$ cat config.mk
export PLATFORM = sky130hd
export DESIGN_NAME = ay_note_writer
export DESIGN_NICKNAME = d
export VERILOG_FILES = /design/src/rtl/ay_note_writer.sv
export SDC_FILE = /design/constraint.sdc
export NUM_CORES = 1
export LEC_CHECK = 0
export ABC_AREA = 1
export BUFFER_PORTS_ARGS = -buffer_cell sky130_fd_sc_hd__buf_2
export CAP_MARGIN = 25
export CORE_AREA = 5 5 81 83
export DETAILED_ROUTE_END_ITERATION = 8
export DIE_AREA = 0 0 86 88
export GPL_TIMING_DRIVEN = 1
export PLACE_DENSITY = 0.78
export SLEW_MARGIN = 20
export SYNTH_ARGS = -nofsm -noshare
export SYNTH_HDL_FRONTEND = slang
export SYNTH_SLANG_ARGS = --single-unit
export TNS_END_PERCENT = 50
$ cat constraint.sdc
create_clock -name clk -period 2.5 [get_ports clk]
set_input_delay 0.5 -clock clk [delete_from_list [all_inputs] [get_ports clk]]
set_output_delay 0.5 -clock clk [all_outputs]
set_load 0.005 [all_outputs]
$ cat src/rtl/ay_note_writer.sv
// Note-event front end for the three AY-3-8910/YM2149 tone channels: looks up the
// tone period, keeps the mixer shadow and sequences register writes over BDIR/BC1/DA.
module ay_note_writer #(
    parameter int HOLD = 4
) (
    input  logic        clk,
    input  logic        rst,
    input  logic        ev_valid,
    output logic        ev_ready,
    input  logic        ev_note_on,
    input  logic [1:0]  ev_chan,
    input  logic [6:0]  ev_note,
    input  logic [6:0]  ev_vel,
    output logic [6:0]  rom_addr,
    input  logic [11:0] rom_data,
    output logic [7:0]  ay_da,
    output logic        ay_bdir,
    output logic        ay_bc1,
    output logic        busy
);

    localparam logic [1:0] ST_INIT   = 2'd0;
    localparam logic [1:0] ST_IDLE   = 2'd1;
    localparam logic [1:0] ST_LOOKUP = 2'd2;
    localparam logic [1:0] ST_WRITE  = 2'd3;

    localparam logic [2:0] PH_START = 3'd0;
    localparam logic [2:0] PH_LATCH = 3'd1;
    localparam logic [2:0] PH_GAP1  = 3'd2;
    localparam logic [2:0] PH_DATA  = 3'd3;
    localparam logic [2:0] PH_GAP2  = 3'd4;

    localparam logic [1:0] CMD_INIT = 2'd0;
    localparam logic [1:0] CMD_OFF  = 2'd1;
    localparam logic [1:0] CMD_ON   = 2'd2;

    localparam logic [7:0] HOLD_LAST = 8'(HOLD - 1);

    logic [1:0]  state;
    logic [2:0]  phase;
    logic [7:0]  cnt;
    logic [1:0]  idx;
    logic [1:0]  cmd;
    logic [1:0]  chan;
    logic [3:0]  vel_hi;
    logic [11:0] period;
    logic [2:0]  tone_off;

    logic [7:0]  mixer;
    logic [15:0] cur_entry;
    logic [15:0] nxt_entry;
    logic [1:0]  last_idx;

    // One (reg, data) pair of the active command list, selected by position.
    function automatic logic [15:0] list_entry(
        input logic [1:0]  c_cmd,
        input logic [1:0]  i,
        input logic [1:0]  c,
        input logic [11:0] p,
        input logic [3:0]  v,
        input logic [7:0]  mix
    );
        logic [7:0] ch8;
        logic [15:0] e;
        ch8 = {6'd0, c};
        e = 16'h0000;
        case (c_cmd)
            CMD_INIT: e = {8'd7 + {6'd0, i}, (i == 2'd0) ? 8'h3F : 8'h00};
            CMD_OFF:  e = {8'd8 + ch8, 8'h00};
            default: begin
                case (i)
                    2'd0:    e = {ch8[6:0], 1'b0, p[7:0]};
                    2'd1:    e = {ch8[6:0], 1'b1, 4'h0, p[11:8]};
                    2'd2:    e = {8'd8 + ch8, 4'h0, v};
                    default: e = {8'd7, mix};
                endcase
            end
        endcase
        return e;
    endfunction

    // Noise disables stay set and the top two bits stay clear, so only tone bits are stored.
    always_comb begin
        mixer     = {5'b00111, tone_off};
        cur_entry = list_entry(cmd, idx, chan, period, vel_hi, mixer);
        nxt_entry = list_entry(cmd, idx + 2'd1, chan, period, vel_hi, mixer);
        last_idx  = (cmd == CMD_OFF) ? 2'd0 : 2'd3;
    end

    always_ff @(posedge clk) begin
        if (rst) begin
            state    <= ST_INIT;
            phase    <= PH_START;
            cnt      <= 8'd0;
            idx      <= 2'd0;
            cmd      <= CMD_INIT;
            chan     <= 2'd0;
            vel_hi   <= 4'd0;
            period   <= 12'd0;
            tone_off <= 3'b111;
            rom_addr <= 7'd0;
            ay_da    <= 8'd0;
            ay_bdir  <= 1'b0;
            ay_bc1   <= 1'b0;
            ev_ready <= 1'b0;
            busy     <= 1'b1;
        end else begin
            case (state)
                ST_IDLE: begin
                    // Channel 3 events are swallowed here without leaving IDLE.
                    if (ev_valid && ev_ready && ev_chan != 2'd3) begin
                        chan     <= ev_chan;
                        vel_hi   <= ev_vel[6:3];
                        idx      <= 2'd0;
                        ev_ready <= 1'b0;
                        busy     <= 1'b1;
                        if (ev_note_on && ev_vel != 7'd0) begin
                            cmd      <= CMD_ON;
                            rom_addr <= ev_note;
                            state    <= ST_LOOKUP;
                        end else begin
                            cmd     <= CMD_OFF;
                            state   <= ST_WRITE;
                            phase   <= PH_LATCH;
                            cnt     <= HOLD_LAST;
                            ay_da   <= 8'd8 + {6'd0, ev_chan};
                            ay_bdir <= 1'b1;
                            ay_bc1  <= 1'b1;
                        end
                    end
                end
                ST_LOOKUP: begin
                    period         <= rom_data;
                    tone_off[chan] <= 1'b0;
                    state          <= ST_WRITE;
                    phase          <= PH_LATCH;
                    cnt            <= HOLD_LAST;
                    ay_da          <= cur_entry[15:8];
                    ay_bdir        <= 1'b1;
                    ay_bc1         <= 1'b1;
                end
                default: begin
                    case (phase)
                        PH_START: begin
                            phase   <= PH_LATCH;
                            cnt     <= HOLD_LAST;
                            ay_da   <= cur_entry[15:8];
                            ay_bdir <= 1'b1;
                            ay_bc1  <= 1'b1;
                        end
                        PH_LATCH: begin
                            if (cnt == 8'd0) begin
                                ay_bdir <= 1'b0;
                                ay_bc1  <= 1'b0;
                                phase   <= PH_GAP1;
                            end else begin
                                cnt <= cnt - 8'd1;
                            end
                        end
                        PH_GAP1: begin
                            ay_da   <= cur_entry[7:0];
                            ay_bdir <= 1'b1;
                            ay_bc1  <= 1'b0;
                            phase   <= PH_DATA;
                            cnt     <= HOLD_LAST;
                        end
                        PH_DATA: begin
                            if (cnt == 8'd0) begin
                                ay_bdir <= 1'b0;
                                phase   <= PH_GAP2;
                            end else begin
                                cnt <= cnt - 8'd1;
                            end
                        end
                        default: begin
                            if (idx == last_idx) begin
                                state    <= ST_IDLE;
                                phase    <= PH_START;
                                ev_ready <= 1'b1;
                                busy     <= 1'b0;
                            end else begin
                                idx     <= idx + 2'd1;
                                phase   <= PH_LATCH;
                                cnt     <= HOLD_LAST;
                                ay_da   <= nxt_entry[15:8];
                                ay_bdir <= 1'b1;
                                ay_bc1  <= 1'b1;
                            end
                        end
                    endcase
                end
            endcase
        end
    end

endmodule

Word-level counts from Yosys, hierarchy flattened --
Cells that the tools add are included.
Word-level totals: input bits 32, logic and storage cells 130, output and inout bits 19, bits in registers 57
Operators by class: add/sub/neg operators 6, muxes and demuxes 53, order comparisons 2, reduce and logical (&&, ||, !) cells 25, equality and inequality tests 26, bitwise gates (word level) 3
Operator list (count):
- $pmux 13 s3 | 2
- $mux 8 | 7
- $pmux 13 s2 | 2
- $pmux 8 s2 | 3
- $pmux 8 s3 | 1
- $reduce_and 4->1 | 6
- $mux 2 | 8
- $mux 1 | 13
- $mux 3 | 4
- $mux 6 | 2
- $ne 4x2->1 const B | 3
- $pmux 3 s4 | 1
- $add 4x2->5 const A | 2
- $pmux 1 s2 | 5
- $ne 3x1->1 const B | 3
- $add 3x2->4 const A | 2
- $eq 2x1->1 const B | 4
- $logic_not 8->1 | 1
- $pmux 2 s2 | 2
- $sub 8x1->8 const B | 1
- $reduce_bool 7->1 | 1
- $eq 2x2->1 const B | 3
- $eq 3x2->1 const B | 2
- $logic_not 2->1 | 3
- other kinds (26) | 34

Longest topological paths before layout --
depth after elaboration 7, gate-level depth with buffers 13

Least setup slack after synthesis --
No wires, ideal clock.
path type flip-flop to flip-flop, from register idx[0], to register ay_da[1], data required time 2.372 ns, stages on the path, launching flop included 12, library setup time 0.128 ns, setup slack 0.715 ns, data arrival time 1.658 ns, buffers on the path 1, cells stage by stage dfxtp_1 inv_2 ha_1 clkbuf_1 a21oi_1 nor2_2 nand3_1 nand2_1 nor2_1 nor2_1 nor2_1 nor2_1
On the way: word-level cells in the longest chain between the ends 7
Ends and longest elaborated chain:
- start: declaration | line 42 | logic [1:0] idx;
- start signal: assignment | line 182 | idx <= idx + 2'd1;
- $add 2x1->2 | line 86 | nxt_entry = list_entry(cmd, idx + 2'd1, chan, period, vel_hi, mixer);
- $eq 2x2->1, or another cell as far along | line 71 | case (i)
- $pmux 13 s3 | line 71
- $pmux 13 s2 | line 67 | case (c_cmd)
- $mux 8 | line 176 | if (idx == last_idx) begin
- $pmux 8 s3 | line 143 | case (phase)
- $pmux 8 s2 | line 108 | case (state)
- end signal: assignment | line 138 | ay_da <= cur_entry[15:8];
- end signal: assignment | line 147 | ay_da <= cur_entry[15:8];
- end signal: assignment | line 185 | ay_da <= nxt_entry[15:8];
- end: declaration | line 16 | output logic [7:0] ay_da,
Parallel ways exist; a longest one is shown, timed or not. The select of a mux whose other input is x is not followed. A chain may end at the register's enable or synchronous reset.

Final worst setup path --
from register state[1], to register rom_addr[2]
On the way: word-level cells in the longest chain between the ends 2
Ends and longest elaborated chain:
- start: declaration | line 39 | logic [1:0] state;
- start signal: assignment | line 92 | state <= ST_INIT;
- start signal: assignment | line 120 | state <= ST_LOOKUP;
- start signal: assignment | line 123 | state <= ST_WRITE;
- $eq 2x1->1 | line 108
- $reduce_and 3->1 (no source line)
- end signal: assignment | line 119 | rom_addr <= ev_note;
- end: declaration | line 14 | output logic [6:0] rom_addr,
Every way passes these cells.

==> results.yml <==
outcome:
  status: "completed"
placement:
  placed_cells: 596
  gp_congestion: 0.9905
  io_buffers: 50
  pre_cts_ws_ns: 0.4549
  dpl_cell_area_um2: 3440
  dp_hpwl_um: 5909
synth:
  synth_seq_cells: 57
  synth_cell_type_count: 34
  synth_edf_count: 0
  synth_seq_area_share_pct: 36.54
  syn_area_um2: 3123
  async_flop_share_pct: 0
  syn-num-nets: 525
  syn_inst: 482
  yosys_warnings: 0
  ys.flop_type: "dfxtp_1"
  syn_avg_cell_area_um2: 6.479
clocking:
  cts_buffers: 9
  clk_pin_slew_worst_paths_ns: 0.08
  hold_buffers: 0
  ctsResizeCount: 0
  cts_max_level: 3
  cts_buffer_depth: 2
  post_cts_buffers: 0
  clk_latency_ns: 0.35
  cts_tree: "yes"
  cts_sinks: 57
  cts-root-buf: "clkbuf_8"
sta:
  hold_violations: 0
  tightest_slew_ns: 0.6329
  rsz0062_at_grt: "false"
  setup_viol: 0
  clock.fmax_ghz: 0.4828
  slew_violations: 0
  fin_skew_ns: 0.01109
  hold_slack_ns: 0.3665
  setup_ws_ns: 0.4288
  tns_ns: 0
  timing.slew.headroom_pct: 57.76
  period_needed_ns: 2.071
  fin_crit_sh_pct: 82.85
critical_path:
  cp_data_required_time_ns: 2.72
  crit_fanout: 16
  arrival_ns: 2.29
  cp-end-kind: "flip-flop"
  r2r-start: "state[1]"
  start_kind: "flip-flop"
  startpoint: "state[1]"
  critPathKind: "reg2reg"
global_routing:
  grt_antenna_before_repair: 0
  grt_pass1_vias: 3103
  grt_usage_pct: 22.75
  grt.overflow.total: 0
  grt_pass1_wl_um: 13770
  grt_max_degree: 27
layout:
  diodes: 0
  area_growth_pct: 16.67
  final_common_cell: "nand2_1"
  fillers: 558
  stdcell_count: 612
  num-nets-final: 575
  final_area_um2: 3643
  fin_util_pct: 63.03
  drive_above_1_share_pct: 16.39
  most-common-layout-cells: "nand2_1 (106), nor2_1 (74), dfxtp_1 (57), inv_1 (51), buf_2 (50)"
die:
  io_pins: 51
  die_w_um: 86
  start_util_pct: 54.03
  die_h_um: 88
  dieArea_um2: 7568
  coreArea_um2: 5781
  rows: 28
hold_path:
  hp-start: "rom_data[0]"
  worst_hold_path_type: "in2reg"
power_and_ir_drop:
  irDropWorstVdd_v: 0.0006752
  p_leak_nw: 1.710
  total_power_mw: 4.057
  p_per_area_nw_per_um2: 1114
detailed_routing:
  drc: 0
  ant_nets: 0
  drt-initial-drc-count: 265
  viasPerCell: 5.348
  post_drt_wl_per_cell_um: 13.12
  first_pass_iters: 5
  vias: 3273
  routed_wl_um: 8027
flow_run:
  drv_cap: 0
[cell usage after synthesis (all sizes together), types with 2 or more instances]
| cell | n | area share, % |
|---|---|---|
| nand3 | 31 | 5.1 |
| a21oi | 44 | 7.2 |
| nand3b | 3 | 0.72 |
| ha | 11 | 4.4 |
| inv | 56 | 6.7 |
| o21a | 2 | 0.48 |
| nor2 | 78 | 10 |
| nand2 | 108 | 13 |
| o21ai | 49 | 7.9 |
| nor3 | 6 | 0.96 |
| buf | 5 | 1.0 |
| dfxtp | 57 | 37 |
| nand4 | 7 | 1.6 |
| clkbuf | 13 | 1.6 |
| o211ai | 2 | 0.48 |
[worst max-delay path, stage by stage (launching register included)]
cell and delay, ns:
dfxtp_1 0.32, inv_1 0.08, ha_1 0.32, inv_1 0.16, nor2_1 0.13, buf_4 0.17, nand3_1 0.36, o21ai_0 0.34
a21oi_1 0.07
[worst paths after layout]
kind | endpoint | slack (ns) | cells after the start
worst max-delay path | rom_addr[2] | 0.43 | 8
worst min-delay path | period[0] | 0.37 | 3
worst max register to register | rom_addr[2] | 0.43 | 8
worst min register to register | rom_addr[4] | 0.44 | 2
[registers in the layout, indices dropped and copies added (netlist names), 2 cells and up]
signal and flops:
ay_da 8, chan 2, cmd 2, cnt 8, idx 2, period 12, phase 3, rom_addr 7
state 2, tone_off 3, vel_hi 4
[metal layers]
| layer | GRT usage, % | share of wire, % | vias up |
|---|---|---|---|
| li1 | - | - | 1653 |
| met1 | 27.42 | 43 | 1465 |
| met2 | 37.21 | 46 | 127 |
| met3 | 5.738 | 6.9 | 28 |
| met4 | 12.37 | 4.0 | 0 |
| met5 | 0 | 0 | - |
[power by group]
group / internal [mW] / switching [mW]
clock network: 0.488 / 0.395
logic: 0.695 / 1.29
registers: 1.06 / 0.127
[logic make-up (layout without fill, tap and decap cells)]
logic type               count (synthesis)  in the layout  share of synthesized area, %
buffers and inverters                   75            130                         9.415
AO/OA/AOI/OAI                           99             99                         16.47
XOR/XNOR                                 2              2                        0.5610
AND/OR/NAND/NOR                        238            238                         32.61
adder cells (fa/ha/maj)                 11             11                         4.407
flip-flops                              57             57                         36.54
[final cells by class]
type	instances	area, µm²	share of cell area, %
Clock inverter	6	66.31	1.820
Inverter	57	214.0	5.872
Sequential cell	57	1141	31.32
Multi-Input combinational cell	350	1688	46.33
Timing Repair Buffer	57	302.8	8.310
Tap cell	75	93.84	2.576
Clock buffer	10	137.6	3.777
(Power assumes the default switching activity.)
